`src/rtl/caliptra_esc_phase_ctrl.sv`:
```
// Escalation phase sequencer: starts on an accumulated-alert trigger or after
// an interrupt-timeout countdown, walks four programmable-length phases, then
// parks in a sticky Terminal state. Per-signal requests into the escalation
// senders follow a phase map. An illegal state encoding forces Terminal, sets
// a sticky error flag and asserts every escalation request.

package caliptra_esc_phase_ctrl_pkg;

  typedef enum logic [2:0] {
    StIdle     = 3'd0,
    StTimeout  = 3'd1,
    StTerminal = 3'd3,
    StPhase0   = 3'd4,
    StPhase1   = 3'd5,
    StPhase2   = 3'd6,
    StPhase3   = 3'd7
  } state_e;

endpackage

module caliptra_esc_phase_ctrl
  import caliptra_esc_phase_ctrl_pkg::*;
#(
  parameter int unsigned NumSignals = 4,
  parameter int unsigned CntW       = 32
) (
  input  logic                    clk_i,
  input  logic                    rst_ni,
  input  logic                    en_i,
  input  logic                    clr_i,
  input  logic                    clr_lock_i,
  input  logic                    accum_trig_i,
  input  logic                    timeout_en_i,
  input  logic [CntW-1:0]         timeout_cyc_i,
  input  logic [4*CntW-1:0]       phase_cyc_i,
  input  logic [2*NumSignals-1:0] esc_map_i,
  input  logic [NumSignals-1:0]   esc_en_i,
  output logic [NumSignals-1:0]   esc_sig_req_o,
  output logic                    esc_trig_o,
  output logic [CntW-1:0]         esc_cnt_o,
  output logic [2:0]              esc_state_o,
  output logic                    esc_fsm_err_o
);

  state_e                state_q, state_d, state_raw_s, next_phase_s;
  logic [CntW-1:0]       cnt_q, cnt_d;
  logic [CntW-1:0]       phase_dur_s;
  logic [NumSignals-1:0] req_q, req_d;
  logic                  trig_q, trig_d;
  logic                  err_q, err_d;
  logic                  illegal_s;
  logic                  clr_ok_s;
  logic                  cnt_run_s;
  logic [2:0]            state_d_bits_s;

  // A clear is honoured in phases and Terminal only when not locked.
  assign clr_ok_s = clr_i & ~clr_lock_i;

  // Select the duration and successor of the phase currently active.
  always_comb begin
    phase_dur_s  = {CntW{1'b0}};
    next_phase_s = StTerminal;
    case (state_q)
      StPhase0: begin
        phase_dur_s  = phase_cyc_i[CntW-1:0];
        next_phase_s = StPhase1;
      end
      StPhase1: begin
        phase_dur_s  = phase_cyc_i[2*CntW-1:CntW];
        next_phase_s = StPhase2;
      end
      StPhase2: begin
        phase_dur_s  = phase_cyc_i[3*CntW-1:2*CntW];
        next_phase_s = StPhase3;
      end
      StPhase3: begin
        phase_dur_s  = phase_cyc_i[4*CntW-1:3*CntW];
        next_phase_s = StTerminal;
      end
      default: begin
        phase_dur_s  = {CntW{1'b0}};
        next_phase_s = StTerminal;
      end
    endcase
  end

  // Next-state decision; any unused encoding is treated as a fault.
  always_comb begin
    state_raw_s = state_q;
    illegal_s   = 1'b0;
    case (state_q)
      StIdle: begin
        if (en_i && accum_trig_i) begin
          state_raw_s = StPhase0;
        end else if (en_i && timeout_en_i) begin
          state_raw_s = StTimeout;
        end else begin
          state_raw_s = StIdle;
        end
      end
      StTimeout: begin
        if (accum_trig_i || (cnt_q >= timeout_cyc_i)) begin
          state_raw_s = StPhase0;
        end else if (clr_i || !en_i || !timeout_en_i) begin
          state_raw_s = StIdle;
        end else begin
          state_raw_s = StTimeout;
        end
      end
      StPhase0, StPhase1, StPhase2, StPhase3: begin
        if (clr_ok_s) begin
          state_raw_s = StIdle;
        end else if (cnt_q >= phase_dur_s) begin
          state_raw_s = next_phase_s;
        end else begin
          state_raw_s = state_q;
        end
      end
      StTerminal: begin
        if (clr_ok_s) begin
          state_raw_s = StIdle;
        end else begin
          state_raw_s = StTerminal;
        end
      end
      default: begin
        illegal_s   = 1'b1;
        state_raw_s = StTerminal;
      end
    endcase
  end

  // Once a fault has been seen the FSM is pinned in Terminal until reset.
  always_comb begin
    err_d          = err_q | illegal_s;
    state_d        = (err_q || illegal_s) ? StTerminal : state_raw_s;
    state_d_bits_s = state_d;
  end

  // Cycle counter: cleared on any state change, saturating count otherwise.
  always_comb begin
    cnt_run_s = (state_q == StTimeout) || (state_q == StPhase0) ||
                (state_q == StPhase1)  || (state_q == StPhase2)  ||
                (state_q == StPhase3);
    if (state_d != state_q) begin
      cnt_d = {CntW{1'b0}};
    end else if (cnt_run_s && (cnt_q != {CntW{1'b1}})) begin
      cnt_d = cnt_q + {{(CntW-1){1'b0}}, 1'b1};
    end else begin
      cnt_d = cnt_q;
    end
  end

  // Requests and trigger pulse are derived from the next state so the
  // registered outputs line up with the state they describe.
  always_comb begin
    req_d = {NumSignals{1'b0}};
    for (int i = 0; i < NumSignals; i++) begin
      req_d[i] = err_d |
                 (esc_en_i[i] & (state_d_bits_s == {1'b1, esc_map_i[2*i +: 2]}));
    end
    trig_d = (state_d == StPhase0) && (state_q != StPhase0);
  end

  // State, counter and registered outputs.
  always_ff @(posedge clk_i or negedge rst_ni) begin
    if (!rst_ni) begin
      state_q <= StIdle;
      cnt_q   <= {CntW{1'b0}};
      req_q   <= {NumSignals{1'b0}};
      trig_q  <= 1'b0;
      err_q   <= 1'b0;
    end else begin
      state_q <= state_d;
      cnt_q   <= cnt_d;
      req_q   <= req_d;
      trig_q  <= trig_d;
      err_q   <= err_d;
    end
  end

  assign esc_sig_req_o = req_q;
  assign esc_trig_o    = trig_q;
  assign esc_cnt_o     = cnt_q;
  assign esc_state_o   = state_q;
  assign esc_fsm_err_o = err_q;

endmodule

```
`config.mk`:
```
export PLATFORM = sky130hd
export DESIGN_NAME = caliptra_esc_phase_ctrl
export DESIGN_NICKNAME = d
export VERILOG_FILES = /design/src/rtl/caliptra_esc_phase_ctrl.sv
export SDC_FILE = /design/constraint.sdc
export NUM_CORES = 1
export LEC_CHECK = 0
export ABC_AREA = 1
export CAP_MARGIN = 20
export CORE_ASPECT_RATIO = 0.75
export CORE_UTILIZATION = 43
export DETAILED_ROUTE_END_ITERATION = 7
export GPL_TIMING_DRIVEN = 0
export PLACE_DENSITY = 0.89
export RECOVER_POWER = 100
export SYNTH_ARGS = -nofsm -noshare
export SYNTH_HDL_FRONTEND = slang
export SYNTH_SLANG_ARGS = --single-unit
```
`constraint.sdc`:
```
create_clock -name clk_i -period 3.8 [get_ports clk_i]
set_input_delay 0.76 -clock clk_i [delete_from_list [all_inputs] [get_ports clk_i]]
set_output_delay 0.76 -clock clk_i [all_outputs]
set_load 0.02 [all_outputs]
```
==> impl_metrics.env <==
export IMPL_p_leak_uw=0.00360
export IMPL_synth_distinct_cells=34
export IMPL_cp_endpoint="esc_cnt_o[22]$_DFFE_PN0P_"
export IMPL_clkTransAtPathRegs_ns=0.06
export IMPL_cp_num_cells=22
export IMPL_viasPerCell=5.39
export IMPL_cts_tree="yes"
export IMPL_vdd_drop_max_v=0.000157
export IMPL_multi_input_comb_area_mm2=0.00339
export IMPL_postCtsHoldBufs=0
export IMPL_hold_class="input port to async pin"
export IMPL_r2r_start="esc_state_o[0]$_DFF_PN0_"
export IMPL_placed_cell_area_mm2=0.00722
export IMPL_drive_gt1_share_pct=7.49
export IMPL_slew_violations=33
export IMPL_status="finished with violations"
export IMPL_worst_pin_slew_ns=1.75
export IMPL_start_util_pct=44.2
export IMPL_ant_nets=0
export IMPL_crit_type="register to register"
export IMPL_wl_per_cell_um=15.5
export IMPL_avgSynthCellArea_um2=6.98
export IMPL_grt_max_degree=33
export IMPL_gp_congestion=0.913
export IMPL_grt_pass1_vias=5417
export IMPL_antenna_found_initial=0
export IMPL_violations="capacitance limit, slew limit"
export IMPL_setup_viol=0
export IMPL_slew_headroom_pct=-16.4
export IMPL_critPathLaunch="esc_state_o[0]$_DFF_PN0_"
export IMPL_root_buffer="clkbuf_16"
export IMPL_hold_viol_final=0
export IMPL_core_mm2=0.0109
export IMPL_grt_pass1_wl_um=25800
export IMPL_design_die_area_mm2=0.0117
export IMPL_vias=5720
export IMPL_cts_buffers_inserted=5
export IMPL_critPathBufInv=3
export IMPL_die_y_um=93.8
export IMPL_fin_skew_ns=0.00689
export IMPL_wirelength_um=16400
export IMPL_maxCapViolCount=1
export IMPL_fin_util_pct=68.2
export IMPL_seqCellArea_mm2=0.00103
export IMPL_track_usage_pct=27.6
export IMPL_num_fill_cells=945
export IMPL_critPathMaxFanout=10
export IMPL_areaGrowthSynthToFinish_pct=54.3
export IMPL_cts_buffer_depth=2
export IMPL_fin_nets=1166
export IMPL_fp_dieW_um=124
export IMPL_fin_area_mm2=0.00746
export IMPL_drtIter0Drc=360
export IMPL_fin_crit_ns=3.52
export IMPL_postSynthCellCount=693
export IMPL_startpoint_type="register"
export IMPL_power_density_mw_per_mm2=217
export IMPL_rr_worst_depth=22
export IMPL_yosys_warnings=0
export IMPL_arrival_ns=3.73
export IMPL_crit_required_ns=4.00
export IMPL_crit_path_top_delay_cell="dfrtp_2"
export IMPL_cts_max_level=2
export IMPL_r2r_end="esc_cnt_o[22]$_DFFE_PN0P_"
export IMPL_clock_latency_ns=0.28
export IMPL_row_count=33
export IMPL_overflow=0
export IMPL_rsz0062_at_grt="no"
export IMPL_drc=0
export IMPL_ios=220
export IMPL_cpPeakStageDelay_ns=0.45
export IMPL_dpl_hpwl_um=13400
export IMPL_insertedDiodeCount=0
export IMPL_path_cells="buf_4 > nor3_4 > clkbuf_2 > a221oi_1 > ha_1 > nand2_1 > nor2_1 > nand2_1 > nor2_1 > nor2_1 > nand2_1 > nand2_2 > nand2_2 > nand3_1 > nand2_1 > nand2_1 > nand2_2 > nand2_1 > nand2_1 > nand2_2 > buf_6 > nor2_1"
export IMPL_r2r_slack_ns=0.28
export IMPL_io_buffers=219
export IMPL_crit_path_end_kind="register"
export IMPL_syn_area_mm2=0.00483
export IMPL_fmax_mhz=284
export IMPL_synth_net_count=937
export IMPL_clock_sinks=41
export IMPL_dr_pass1_iters=5
export IMPL_synth_seq_cells=41
export IMPL_crit_path_frequent_cell="nand2_1"
export IMPL_yosysSeqAreaShare_pct=21.2
export IMPL_crit_family="simple AND/OR/NAND/NOR gates"
export IMPL_post_route_period_util_pct=92.7
Yosys cell counts:
| library cell | n | area, um2 |
|---|---|---|
| nand2_1 | 165 | 619 |
| inv_1 | 100 | 375 |
| nor2_1 | 82 | 308 |
| ha_1 | 65 | 813 |
| dfrtp_1 | 41 | 1030 |
| nand3_1 | 32 | 160 |
| a221oi_1 | 31 | 272 |
| a32o_1 | 31 | 310 |
| a21oi_1 | 25 | 125 |
| xor2_1 | 22 | 193 |
| clkbuf_1 | 16 | 60.1 |
| nand4_1 | 13 | 81.3 |
| nor3_1 | 13 | 65.1 |
| nor2_2 | 11 | 68.8 |
| nand2_2 | 5 | 31.3 |
| o21ai_0 | 5 | 25.0 |
| buf_6 | 4 | 45.0 |
| inv_2 | 4 | 15.0 |
| nor3_2 | 4 | 40.0 |
| a21o_1 | 3 | 22.5 |
| nor4_1 | 3 | 18.8 |
| o21a_1 | 3 | 22.5 |
| xnor2_1 | 3 | 26.3 |
| nand3_2 | 2 | 20.0 |
| a22oi_1 | 1 | 7.51 |
| buf_2 | 1 | 5.00 |
| buf_4 | 1 | 7.51 |
| nand2_4 | 1 | 11.3 |
| nand3b_1 | 1 | 7.51 |
| nor2_8 | 1 | 20.0 |
| nor4_2 | 1 | 12.5 |
| o21bai_1 | 1 | 7.51 |
| o22ai_1 | 1 | 6.26 |
| or3_1 | 1 | 6.26 |
worst min path at each step:
| stage | slack (ns) | start | endpoint | depth (start not counted) |
|---|---|---|---|---|
| 5_1_grt | 0.52 | rst_ni | esc_fsm_err_o$_DFF_PN0_ | 1 |
| 6_report | 0.47 | rst_ni | esc_fsm_err_o$_DFF_PN0_ | 1 |
| 2_1_floorplan | 0.46 | rst_ni | esc_cnt_o[0]$_DFFE_PN0P_ | 0 |
| 3_3_place_gp | 0.55 | esc_fsm_err_o$_DFF_PN0_ | esc_fsm_err_o$_DFF_PN0_ | 2 |
| 4_1_cts | 0.36 | rst_ni | esc_fsm_err_o$_DFF_PN0_ | 1 |
| 3_5_place_dp | 0.55 | esc_fsm_err_o$_DFF_PN0_ | esc_fsm_err_o$_DFF_PN0_ | 2 |
per-stage QoR:
stage	TNS (ns)	worst slack (ns)	std cells	power [uW]	hold slack, ns
after floorplan	0	0.609	693	859	0.464
after global placement	-4.07	-0.152	1052	1200	0.551
after detailed placement	-5.54	-0.204	1053	1220	0.555
after CTS	0	0.00173	1059	1620	0.363
after global routing	0	0.0187	1061	1710	0.521
final	0	0.279	1061	1620	0.465
power by group:
group	leakage (uW)	internal [uW]	switching (uW)
registers	0.000539	470	21.1
logic	0.00299	348	376
clock network	0.0000655	235	172
cell usage in the layout (no fill, tap or decap), types with 2 or more instances in the layout:
cell / instances
nand2_2: 4
a32o_1: 31
nand2_4: 2
buf_4: 3
clkbuf_16: 5
xnor2_1: 3
nand3_1: 32
xor2_1: 22
nor3_1: 12
buf_6: 4
clkbuf_2: 12
dfrtp_1: 40
ha_1: 65
a221oi_1: 22
a21o_1: 3
a21oi_1: 24
a221oi_2: 8
o21ai_0: 5
clkbuf_4: 2
nand3_2: 2
nand4_1: 13
nor2_2: 7
nor4_1: 3
nor2_4: 2
clkdlybuf4s50_1: 177
nor2_1: 84
dlygate4sd3_1: 41
inv_1: 99
nor3_2: 4
nand2_1: 165
o21a_1: 3
clkbuf_1: 3
buf_2: 2
inv_2: 5
per-layer routing:
metal	global-route usage [%]	wire length (um)
met1	35.3	7060
met4	7.83	288
met2	48.2	8040
met3	4.44	1030
met5	0	0
area by class of cell:
class                      instances  area share (%)
buffer                            22            1.89
inverter                         104            5.23
tap                              140            2.35
sequential                        41            13.8
clock inverter                     1          0.0671
timing repair buffer             222            29.5
clock buffer                       5            1.68
multi-input combinational        526            45.5
kinds of logic after synthesis:
family / count (synthesis) / share of synthesized area [%]
XOR/XNOR: 25 / 4.53
flip-flops: 41 / 21.2
AO/OA/AOI/OAI: 101 / 16.5
adder cells (fa/ha/maj): 65 / 16.8
AND/OR/NAND/NOR: 335 / 30.4
buffers and inverters: 126 / 10.5
flip-flops by register name, indices dropped and copies added (netlist names):
name           flops
esc_sig_req_o      4
esc_trig_o         1
esc_fsm_err_o      1
esc_cnt_o         32
esc_state_o        3
what timing repair did:
action / CTS / global route
setup endpoints to repair: 32 / 35
pin swaps: 0 / 3
gates resized for setup: 7 / 45
gates cloned: 0 / 0
setup buffers: 0 / 2
Note: power is estimated with default switching activity, not from simulation.
